===== src/rtl/ser_piso_stream_pkg.sv =====
// Shared definitions for the parallel-in/serial-out word serializer:
// FSM state encodings and the bit-count width helper.
package ser_piso_stream_pkg;

  typedef logic [1:0] state_t;

  localparam state_t S_IDLE  = 2'b00;
  localparam state_t S_SHIFT = 2'b01;

  // Bits needed to hold a count of WIDTH-1 down to 0.
  function automatic int unsigned cnt_w(input int unsigned width);
    return (width < 2) ? 1 : $clog2(width);
  endfunction

endpackage


===== src/rtl/ser_piso_stream_if.sv =====
// Word-load handshake plus serial-stream signals of ser_piso_stream.
// master = word source / stream consumer, slave = serializer.
interface ser_piso_stream_if #(
    parameter int unsigned WIDTH = 8
);
    logic             load_valid;
    logic [WIDTH-1:0] load_data;
    logic             load_ready;
    logic             hold;
    logic             bit_out;
    logic             bit_valid;
    logic             word_done;
    logic             busy;

    modport master (
        output load_valid, load_data, hold,
        input  load_ready, bit_out, bit_valid, word_done, busy
    );

    modport slave (
        input  load_valid, load_data, hold,
        output load_ready, bit_out, bit_valid, word_done, busy
    );
endinterface


===== src/rtl/ser_piso_stream.sv =====
// Word serializer: accepts WIDTH-bit words on a valid/ready handshake and emits
// them one bit per clock; a one-deep buffer keeps back-to-back words gapless.
module ser_piso_stream
    import ser_piso_stream_pkg::*;
#(
    parameter int unsigned WIDTH     = 8,
    parameter bit          MSB_FIRST = 1'b1
) (
    input  logic            clk,
    input  logic            rst,
    ser_piso_stream_if.slave bus
);

    localparam int unsigned          CNT_W    = cnt_w(WIDTH);
    localparam logic [CNT_W-1:0]     CNT_LAST = CNT_W'(WIDTH - 1);

    state_t             state_q, state_d;
    logic [WIDTH-1:0]   shreg_q, shreg_d;
    logic [CNT_W-1:0]   cnt_q, cnt_d;
    logic [WIDTH-1:0]   buf_q, buf_d;
    logic               buf_full_q, buf_full_d;

    logic               in_shift;
    logic               advance;
    logic               last_bit;
    logic               accept;
    logic [WIDTH-1:0]   shreg_shifted;

    assign in_shift = (state_q == S_SHIFT);
    assign advance  = in_shift && !bus.hold;
    assign last_bit = advance && (cnt_q == '0);
    assign accept   = bus.load_valid && !buf_full_q;

    assign bus.load_ready = !buf_full_q;
    assign bus.bit_valid  = advance;
    assign bus.word_done  = last_bit;
    assign bus.busy       = in_shift | buf_full_q;
    assign bus.bit_out    = in_shift & (MSB_FIRST ? shreg_q[WIDTH-1] : shreg_q[0]);

    always_comb begin
        if (MSB_FIRST) shreg_shifted = {shreg_q[WIDTH-2:0], 1'b0};
        else           shreg_shifted = {1'b0, shreg_q[WIDTH-1:1]};
    end

    always_comb begin
        state_d    = state_q;
        shreg_d    = shreg_q;
        cnt_d      = cnt_q;
        buf_d      = buf_q;
        buf_full_d = buf_full_q;

        case (state_q)
            S_IDLE: begin
                if (accept) begin
                    shreg_d = bus.load_data;
                    cnt_d   = CNT_LAST;
                    state_d = S_SHIFT;
                end
            end

            S_SHIFT: begin
                if (last_bit) begin
                    // Buffer wins over bypass; load_ready is low whenever it is full.
                    if (buf_full_q) begin
                        shreg_d    = buf_q;
                        cnt_d      = CNT_LAST;
                        buf_full_d = 1'b0;
                        buf_d      = '0;
                    end else if (accept) begin
                        shreg_d = bus.load_data;
                        cnt_d   = CNT_LAST;
                    end else begin
                        shreg_d = '0;
                        cnt_d   = '0;
                        state_d = S_IDLE;
                    end
                end else begin
                    if (advance) begin
                        shreg_d = shreg_shifted;
                        cnt_d   = cnt_q - 1'b1;
                    end
                    if (accept) begin
                        buf_d      = bus.load_data;
                        buf_full_d = 1'b1;
                    end
                end
            end

            default: begin
                state_d    = S_IDLE;
                shreg_d    = '0;
                cnt_d      = '0;
                buf_d      = '0;
                buf_full_d = 1'b0;
            end
        endcase
    end

    always_ff @(posedge clk or negedge rst) begin
        if (!rst) begin
            state_q    <= S_IDLE;
            shreg_q    <= '0;
            cnt_q      <= '0;
            buf_q      <= '0;
            buf_full_q <= 1'b0;
        end else begin
            state_q    <= state_d;
            shreg_q    <= shreg_d;
            cnt_q      <= cnt_d;
            buf_q      <= buf_d;
            buf_full_q <= buf_full_d;
        end
    end

endmodule


===== src/flat_wrapper.sv =====
// flat-port wrapper written by rule: the top's interface ports become plain ports
module ser_piso_stream_flat import ser_piso_stream_pkg::*;
#(
    parameter int unsigned WIDTH     = 8,
    parameter bit          MSB_FIRST = 1'b1
)
  (clk, rst, bus_load_valid, bus_load_data, bus_hold, bus_load_ready, bus_bit_out, bus_bit_valid, bus_word_done, bus_busy);
  ser_piso_stream_if #(.WIDTH(WIDTH)) bus_i ();
  input  logic clk;
  input  logic rst;
  input wire logic [$bits(bus_i.load_valid)-1:0] bus_load_valid;
  input wire logic [$bits(bus_i.load_data)-1:0] bus_load_data;
  input wire logic [$bits(bus_i.hold)-1:0] bus_hold;
  output wire logic [$bits(bus_i.load_ready)-1:0] bus_load_ready;
  output wire logic [$bits(bus_i.bit_out)-1:0] bus_bit_out;
  output wire logic [$bits(bus_i.bit_valid)-1:0] bus_bit_valid;
  output wire logic [$bits(bus_i.word_done)-1:0] bus_word_done;
  output wire logic [$bits(bus_i.busy)-1:0] bus_busy;
  assign bus_i.load_valid = bus_load_valid;
  assign bus_i.load_data = bus_load_data;
  assign bus_i.hold = bus_hold;
  assign bus_load_ready = bus_i.load_ready;
  assign bus_bit_out = bus_i.bit_out;
  assign bus_bit_valid = bus_i.bit_valid;
  assign bus_word_done = bus_i.word_done;
  assign bus_busy = bus_i.busy;
  ser_piso_stream #(.WIDTH(WIDTH), .MSB_FIRST(MSB_FIRST)) u_core (.clk(clk), .rst(rst), .bus(bus_i));
endmodule

===== config.mk =====
export PLATFORM = sky130hd
export DESIGN_NAME = ser_piso_stream_flat
export DESIGN_NICKNAME = d
export VERILOG_FILES = /design/src/rtl/ser_piso_stream_pkg.sv /design/src/rtl/ser_piso_stream_if.sv /design/src/rtl/ser_piso_stream.sv /design/src/flat_wrapper.sv
export SDC_FILE = /design/constraint.sdc
export NUM_CORES = 1
export LEC_CHECK = 0
export CAP_MARGIN = 20
export CORE_MARGIN = 1
export CORE_UTILIZATION = 40
export CTS_BUF_LIST = sky130_fd_sc_hd__clkbuf_4 sky130_fd_sc_hd__clkbuf_8
export CTS_CLUSTER_DIAMETER = 200
export CTS_CLUSTER_SIZE = 25
export DETAILED_ROUTE_END_ITERATION = 8
export GPL_ROUTABILITY_DRIVEN = 0
export REMOVE_ABC_BUFFERS = 1
export SETUP_SLACK_MARGIN = 0.1
export SLEW_MARGIN = 10
export SYNTH_ARGS = -nofsm -noshare
export SYNTH_HDL_FRONTEND = slang
export SYNTH_SLANG_ARGS = --single-unit

===== constraint.sdc =====
create_clock -name clk -period 2.6 [get_ports clk]
set_input_delay 0.52 -clock clk [delete_from_list [all_inputs] [get_ports clk]]
set_output_delay 0.52 -clock clk [all_outputs]
set_load 0.01 [all_outputs]

---- Word-level counts from Yosys, hierarchy flattened ----
Index checks and enable logic that the tools add are counted.
operators by class
  bitwise gates (word level) .............. 3
  reductions and logical operators ........ 11
  muxes and demuxes ....................... 23
  equal/unequal tests ..................... 8
  $add $sub $neg .......................... 1
operators by type and width
  operator               number
  $mux W8                7
  $pmux W8 S2            2
  $mux W3                5
  $mux W2                4
  $ne A2 B2 Y1 const B   3
  $ne A3 B3 Y1 const B   2
  $pmux W3 S2            1
  $pmux W2 S2            1
  $reduce_and A2 Y1      2
  $reduce_and A4 Y1      1
  $logic_and A1 B1 Y1    3
  $logic_not A3 Y1       1
  $ne A3 B2 Y1 const B   1
  $reduce_and A3 Y1      1
  $sub A3 B1 Y3 const B  1
  $eq A2 B1 Y1 const B   1
  $logic_not A1 Y1       2
  $logic_not A2 Y1       1
  $mux W1                2
  $ne A2 B1 Y1 const B   1
  $pmux W1 S2            1
  $and A1 B1 Y1          1
  $not A1 Y1             1
  $or A1 B1 Y1           1
word-level totals
  register bits ........................... 22
  output and inout bits ................... 5

---- Logic depth before layout (Yosys ltp) ----
Gate-level depths: netlist of the first run.
  word-level depth ........................ 6
  depth in mapped cells ................... 7
  depth with buffers taken out ............ 7

---- Worst setup path before layout of the first run ----
OpenSTA, ideal clock, no wires.
  kind .................................... reg2reg
  from .................................... register u_core.state_q[0]
  to ...................................... register u_core.shreg_q[3]
  cell stages (with the launch flop) ...... 8
  path buffers ............................ 2
  arrival ................................. 1.556 ns
  slack ................................... 0.913 ns
  cell sequence ........................... dfrtp_1 -> inv_2 -> clkbuf_1 -> ha_1 -> a21oi_1 -> buf_2 -> a21boi_0 -> a31oi_1
on the way
  longest elaborated chain between the ends .. 5
RTL lines
  item                                                     line                                          source
  start, declared                                          ser_piso_stream.sv:17                         state_t state_q, state_d;
  start signal, assigned                                   ser_piso_stream.sv:107                        state_q <= state_d;
  $eq A2 B1 Y1                                             ser_piso_stream.sv:29, ser_piso_stream.sv:52
  $logic_and A1 B1 Y1                                      ser_piso_stream.sv:30                         assign advance = in_shift && !bus.hold;
  $logic_and A1 B1 Y1                                      ser_piso_stream.sv:31                         assign last_bit = advance && (cnt_q == '0);
  $mux W8 / $ne A3 B3 Y1 (equally long branches)           n/a
  $pmux W8 S2 / $reduce_and A2 Y1 (equally long branches)  n/a
  end signal, assigned                                     ser_piso_stream.sv:108                        shreg_q <= shreg_d;
  end, declared                                            ser_piso_stream.sv:18                         logic [WIDTH-1:0] shreg_q, shreg_d;
Several ways; a longest one is shown, not always the timed one.
A chain may end at the register's enable or synchronous reset.

---- Final worst setup path of the first run ----
  from .................................... input port bus_hold
  to ...................................... output port bus_word_done
on the way
  longest elaborated chain between the ends .. 3
RTL lines
  item                 line                   source
  start, declared      flat_wrapper.sv:13     input wire logic [$bits(bus_i.hold)-1:0] bus_hold;
  $logic_not A1 Y1     ser_piso_stream.sv:30
  $logic_and A1 B1 Y1  ser_piso_stream.sv:30
  $logic_and A1 B1 Y1  ser_piso_stream.sv:31
  end, declared        flat_wrapper.sv:17     output wire logic [$bits(bus_i.word_done)-1:0] bus_word_done;
No other way between the ends.

==> reports/metrics.yaml, run 1 <==
setup_path:
  crit_slowest_cell: "clkdlybuf4s50_1"
  critPathMaxStageDelay_ns: 0.54
  crit_chain: "clkdlybuf4s50_1, nand4bb_4, inv_2, clkdlybuf4s50_1"
  path_class: "input pin to output pin"
  r2r_start: "u_core.buf_full_q"
  cp.arrival_ns: 1.84
  cp_max_fo: 5
  crit_top_cell: "clkdlybuf4s50_1"
  cp.required_ns: 2.08
  startpoint: "bus_hold"
  critPathLaunchType: "input pin"
  critPathCaptureType: "output pin"
floorplanning:
  initial_core_util_pct: 42.20
  row_count: 19
  core_mm2: 0.002758
  die_w_um: 55.94
  ios: 17
  dieArea_mm2: 0.003129
  die_h_um: 55.94
global_routing:
  grt_pass1_vias: 947
  grt_pass1_wl_mm: 4.236
  antenna_found_initial: 0
  gr-total-overflow: 0
  grtUsageTotal_pct: 17.18
  grt_max_degree: 23
sta:
  max_slew.worst_pin.slew_ns: 0.3413
  fin_crit_ns: 2.360
  setup_ws_ns: 0.2404
  tns_ns: 0
  slew_viol_final: 0
  relSlewSlack_pct: 77.22
  rsz0062_at_grt: "no"
  hold_viol: 0
  max_clock_freq_mhz: 423.8
  setup-violations-final: 0
  fin_crit_sh_pct: 90.76
  fin_skew_ns: 0.002853
clock_network:
  cts-root-buf: "clkbuf_4"
  cts_hold_buf: 0
  insertion_delay_ns: 0.30
  cts_setup_buffers: 0
  cts_buffer_depth: 2
  clk_pin_slew_ns: 0.12
  cts_num_sinks: 21
  cts_buffers: 3
  cts_max_level: 1
  cts_resized: 0
  cts_tree: "done"
final_layout:
  final_core_util_pct: 51.32
  fill_cells: 265
  final_common_cell: "nand2_1"
  layout-area-overhead-vs-synth_pct: 21.61
  nNetsFinal: 164
  antenna-diode-count: 0
  final_cell_mix: "nand2_1, dfrtp_1, clkdlybuf4s50_1"
  drive_above_1_share_pct: 12.93
  fin_area_mm2: 0.001415
pwr:
  peakVddDrop_uv: 541.7
  power.density_mw_per_mm2: 995.7
  switching_power_w: 0.0005489
  leakagePower_nw: 0.5910
  pwr-share-seq_pct: 42.1
  design_power_total_w: 0.001409
  p_comb_share_pct: 46.5
  p_clk_share_pct: 11.4
  power.internal_w: 0.0008601
  switching_share_pct: 38.96
worst_hold_path:
  hp-class: "flip-flop to flip-flop"
  min_from: "u_core.cnt_q[1]"
job:
  maxCapViolCount: 0
synth:
  ys_ff_latch: 21
  synth.distinct_cells: 30
  seq_area_frac_synth_pct: 45.16
  netlist_area_mm2: 0.001164
  syn_area_per_cell_um2: 9.235
  syn_inst: 126
  yosys_warnings: 0
placed_design:
  dp_hpwl_mm: 1.660
  portBuffers: 16
  dpl_cell_area_mm2: 0.001388
  dp_slack_ns: 0.2348
drt:
  finalWirelength_mm: 2.391
  ant_nets: 0
  first_pass_iters: 4
  wl_per_cell_um: 13.43
  drtIter0Drc: 37
  vias: 969
  drc_errors: 0
  vias_per_cell: 5.444
run_status:
  outcome: "completed"
critical path: cells and delay by family:
kind	cells	cell delay (ns)
and+or+nand+nor	1	0.24
buffers and inverters	3	1.08
final timing paths:
kind	slack (ns)	to	cells after the start
max in group asynchronous	1.84	u_core.shreg_q[3]	2
hold / removal	0.51	u_core.cnt_q[1]	1
hold reg to reg	0.51	u_core.cnt_q[1]	1
setup / recovery	0.24	bus_word_done	4
min in group asynchronous	0.55	u_core.shreg_q[7]	2
setup reg to reg	0.81	u_core.shreg_q[5]	6
flip-flops by register name, summed over array words and instances (netlist names):
register / cells
u_core.cnt_q: 3
u_core.buf_full_q: 1
u_core.shreg_q: 8
u_core.state_q: 1
u_core.buf_q: 8
synth_stat cells:
cell type,number,share of area (%)
a21oi_1,3,1.3
nor2_4,2,1.9
a31oi_1,7,3.8
nor2_1,10,3.2
buf_2,2,0.86
a41oi_2,1,1.4
inv_2,2,0.65
nand2_2,1,0.54
o21ai_0,9,3.9
clkbuf_1,1,0.32
nand2_1,30,9.7
nor2_2,1,0.54
ha_1,4,4.3
buf_6,1,0.97
nor3b_4,1,1.6
a21o_1,1,0.65
a21boi_0,6,3.9
or2_1,1,0.54
a22o_1,1,0.75
o211ai_1,1,0.65
nor3_4,1,1.4
o21a_1,1,0.65
o21ai_1,3,1.3
dfrtp_1,21,45
nand2b_1,2,1.1
nand3b_1,1,0.65
inv_1,3,0.97
and2_1,1,0.54
a22oi_1,7,4.5
nand4bb_4,1,2.4
through the flow:
stage / instances / hold WS (ns)
2_1_floorplan: 122 / 0.2244
3_5_place_dp: 174 / 0.4806
3_3_place_gp: 174 / 0.4744
5_1_grt: 178 / 0.5496
4_1_cts: 178 / 0.5100
6_report: 178 / 0.5081
cell families after synthesis:
group                      share of synthesized area (%)
AOI/OAI and AO/OA                                  22.69
adders and majority gates                          4.301
and+or+nand+nor                                    24.09
DFF                                                45.16
buffers and inverters                              3.763
layout make-up:
| cell class | count | area, µm² | share of cell area, % |
|---|---|---|---|
| multi-input combinational | 96 | 594.3 | 42.00 |
| clock buffer | 3 | 22.52 | 1.592 |
| tap | 31 | 38.79 | 2.741 |
| timing repair buffer | 21 | 210.2 | 14.85 |
| sequential | 21 | 525.5 | 37.14 |
| clock inverter | 1 | 5.005 | 0.3537 |
| inverter | 5 | 18.77 | 1.326 |
power groups by stage:
stage / Combinational (W) / Clock, W / Sequential (W)
6_report: 0.000655 / 0.000161 / 0.000593
5_1_grt: 0.000747 / 0.000182 / 0.000614
4_1_cts: 0.000665 / 0.000166 / 0.000595
3_5_place_dp: 0.000662 / 0 / 0.000602
3_3_place_gp: 0.000648 / 0 / 0.000594
2_1_floorplan: 0.000463 / 0 / 0.000570
per-layer routing:
metal | part of all wire (%) | track usage [%] | vias to the layer above
met5 | 0 | 0 | -
met4 | 1.4 | 6.969 | 0
met3 | 4.3 | 2.791 | 4
met2 | 45 | 27.88 | 23
met1 | 49 | 22.97 | 461
li1 | - | - | 481
Note: power is estimated with default switching activity, not from simulation.
==> run 2, diff against run 1 <==
--- a/config.mk
+++ b/config.mk
@@ -5,7 +5,6 @@
 export SDC_FILE = /design/constraint.sdc
 export NUM_CORES = 1
 export LEC_CHECK = 0
-export CAP_MARGIN = 20
 export CORE_MARGIN = 1
 export CORE_UTILIZATION = 40
 export CTS_BUF_LIST = sky130_fd_sc_hd__clkbuf_4 sky130_fd_sc_hd__clkbuf_8
==> results of run 2 <==
Final layout, timing and power as in run 1 (identical DEF).
==> run 3, diff against run 2 <==
--- a/config.mk
+++ b/config.mk
@@ -12,7 +12,6 @@
 export CTS_CLUSTER_SIZE = 25
 export DETAILED_ROUTE_END_ITERATION = 8
 export GPL_ROUTABILITY_DRIVEN = 0
-export REMOVE_ABC_BUFFERS = 1
 export SETUP_SLACK_MARGIN = 0.1
 export SLEW_MARGIN = 10
 export SYNTH_ARGS = -nofsm -noshare
==> reports/metrics.yaml, run 3 (synthesis gave the netlist of run 1 again) <==
run_status:
  outcome: "completed"  # unchanged
sta:
  slew_viol_final: 0  # unchanged
  rsz0062_at_grt: "no"  # unchanged
  max_clock_freq_mhz: 423.8  # about the same
  fin_crit_ns: 2.359  # was 2.360 ns
  tns_ns: 0  # unchanged
  setup-violations-final: 0  # unchanged
  fin_crit_sh_pct: 90.75  # was 90.76%
  max_slew.worst_pin.slew_ns: 0.3313  # was 0.3413 ns
  relSlewSlack_pct: 77.89  # was 77.22%
  fin_skew_ns: 0.003755  # was 0.002853 ns
  setup_ws_ns: 0.2406  # was 0.2404 ns
  hold_viol: 0  # unchanged
  hold-worst-slack_ns: 0.5065  # was 0.5081 ns
clock_network:
  cts_buffers: 3  # unchanged
  cts_num_sinks: 21  # unchanged
  cts_setup_buffers: 0  # unchanged
  cts_hold_buf: 0  # unchanged
  clk_pin_slew_ns: 0.11  # was 0.12 ns
  insertion_delay_ns: 0.30  # about the same
  cts_max_level: 1  # unchanged
  cts-root-buf: "clkbuf_4"  # unchanged
  cts_buffer_depth: 2  # unchanged
  cts_resized: 0  # unchanged
  cts_tree: "done"  # unchanged
drt:
  first_pass_iters: 4  # unchanged
  finalWirelength_mm: 2.359  # was 2.391 mm
  wl_per_cell_um: 13.25  # was 13.43 µm
  drtIter0Drc: 43  # was 37
  ant_nets: 0  # unchanged
  vias: 948  # was 969
  drc_errors: 0  # unchanged
  vias_per_cell: 5.326  # was 5.444
setup_path:
  ff2ff_path_depth: 6  # unchanged
  cp.arrival_ns: 1.84  # about the same
  cp_max_fo: 5  # unchanged
  ff2ff_setup_slack_ns: 0.82  # was 0.81 ns
  critPathLaunchType: "input pin"  # unchanged
  critPathCaptureType: "output pin"  # unchanged
  timing.rr.end: "u_core.shreg_q[2]"  # was u_core.shreg_q[5]
  path_class: "input pin to output pin"  # unchanged
  r2r_start: "u_core.buf_full_q"  # unchanged
  cp.required_ns: 2.08  # about the same
job:
  maxCapViolCount: 0  # unchanged
final_layout:
  final_common_cell: "nand2_1"  # unchanged
  instances_no_fill: 178  # unchanged
  drive_above_1_share_pct: 12.93  # unchanged
  final_core_util_pct: 51.32  # unchanged
  reg_top3: "u_core.buf_q: 8 flops, u_core.shreg_q: 8 flops, u_core.cnt_q: 3 flops"  # unchanged
  final_cell_mix: "nand2_1, dfrtp_1, clkdlybuf4s50_1"  # unchanged
  fill_cells: 261  # was 265
  layout-area-overhead-vs-synth_pct: 21.61  # unchanged
  regArea_um2: 525.5  # unchanged
  antenna-diode-count: 0  # unchanged
  nNetsFinal: 164  # unchanged
  multi_input_area_um2: 594.3  # unchanged
pwr:
  leakagePower_nw: 0.5910  # unchanged
  power.density_mw_per_mm2: 990.5  # was 995.7 mW/mm²
  peakVddDrop_uv: 633.8  # was 541.7 µV
placed_design:
  dp_hpwl_mm: 1.627  # was 1.660 mm
  portBuffers: 16  # unchanged
  place_inst: 174  # unchanged
  dp_slack_ns: 0.2438  # was 0.2348 ns
global_routing:
  grtUsageTotal_pct: 18.10  # was 17.18%
  grt_max_degree: 23  # unchanged
  grt_pass1_vias: 912  # was 947
  antenna_found_initial: 0  # unchanged
  grt_pass1_wl_mm: 4.464  # was 4.236 mm
  gr-total-overflow: 0  # unchanged
synth:
  synth_fp_nets: 142
floorplanning:
  ios: 17  # unchanged
  dieArea_mm2: 0.003129  # unchanged
  row_count: 19  # unchanged
  die_w_um: 55.94  # unchanged
  die_h_um: 55.94  # unchanged
  initial_core_util_pct: 42.20  # unchanged
  core_mm2: 0.002758  # unchanged
worst_hold_path:
  worst_hold_path.num_cells: 1  # unchanged
  hold_end: "u_core.cnt_q[1]"  # unchanged
  min_from: "u_core.cnt_q[1]"  # unchanged
  hp-class: "flip-flop to flip-flop"  # unchanged
-- run 3: cell counts in the layout (fill, tap and decap cells not counted) --
No cell type changed its count.
-- run 3: per-layer routing --
layer,wire length (µm),vias up,GRT usage (%),part of all wire [%]
li1,-,479,-,-
met1,1228,446,25.90,52
met2,1024,21,27.88,43
met3,91,2,4.419,3.9
met4,15,0,4.181,0.64
met5,0,-,0,0
-- run 3: layout make-up --
cell class | instances | area share, %
clock inverters | 1 | 0.3537
flip-flops and latches | 21 | 37.14
multi-input cells | 96 | 42.00
clock buffers | 3 | 1.592
repair buffers | 21 | 14.85
well taps | 31 | 2.741
inverters | 5 | 1.326
-- run 3: report_power, final --
part | leakage (nW) | internal [W] | switching (W) | total [W]
sequential | 0.241 | 0.000484 | 0.000105 | 0.000589
clock | 0.0177 | 0.0000574 | 0.000101 | 0.000158
combinational | 0.332 | 0.000318 | 0.000336 | 0.000654
-- run 3: worst max-delay path by stage --
stage	startpoint	to	slack [ns]	cells past startpoint
after global placement	bus_hold	bus_word_done	0.25	4
final	bus_hold	bus_word_done	0.24	4
after CTS	bus_hold	bus_word_done	0.24	4
after detailed placement	bus_hold	bus_word_done	0.24	4
after floorplan	u_core.state_q[0]	u_core.shreg_q[3]	0.91	7
after global routing	u_core.cnt_q[0]	bus_word_done	0.18	5
-- run 3: worst max-delay path, cell delays in order --
cell             delay, ns
clkdlybuf4s50_1       0.43
nand4bb_4             0.24
inv_2                 0.11
clkdlybuf4s50_1       0.54
-- run 3: metrics by stage --
| stage | total power [W] | area (µm²) |
|---|---|---|
| finish | 0.001402 | 1415 |
| floorplan | 0.001059 | 1164 |
| CTS | 0.001422 | 1415 |
| global route | 0.001544 | 1415 |
| detailed placement | 0.001259 | 1388 |
| global placement | 0.001240 | 1388 |
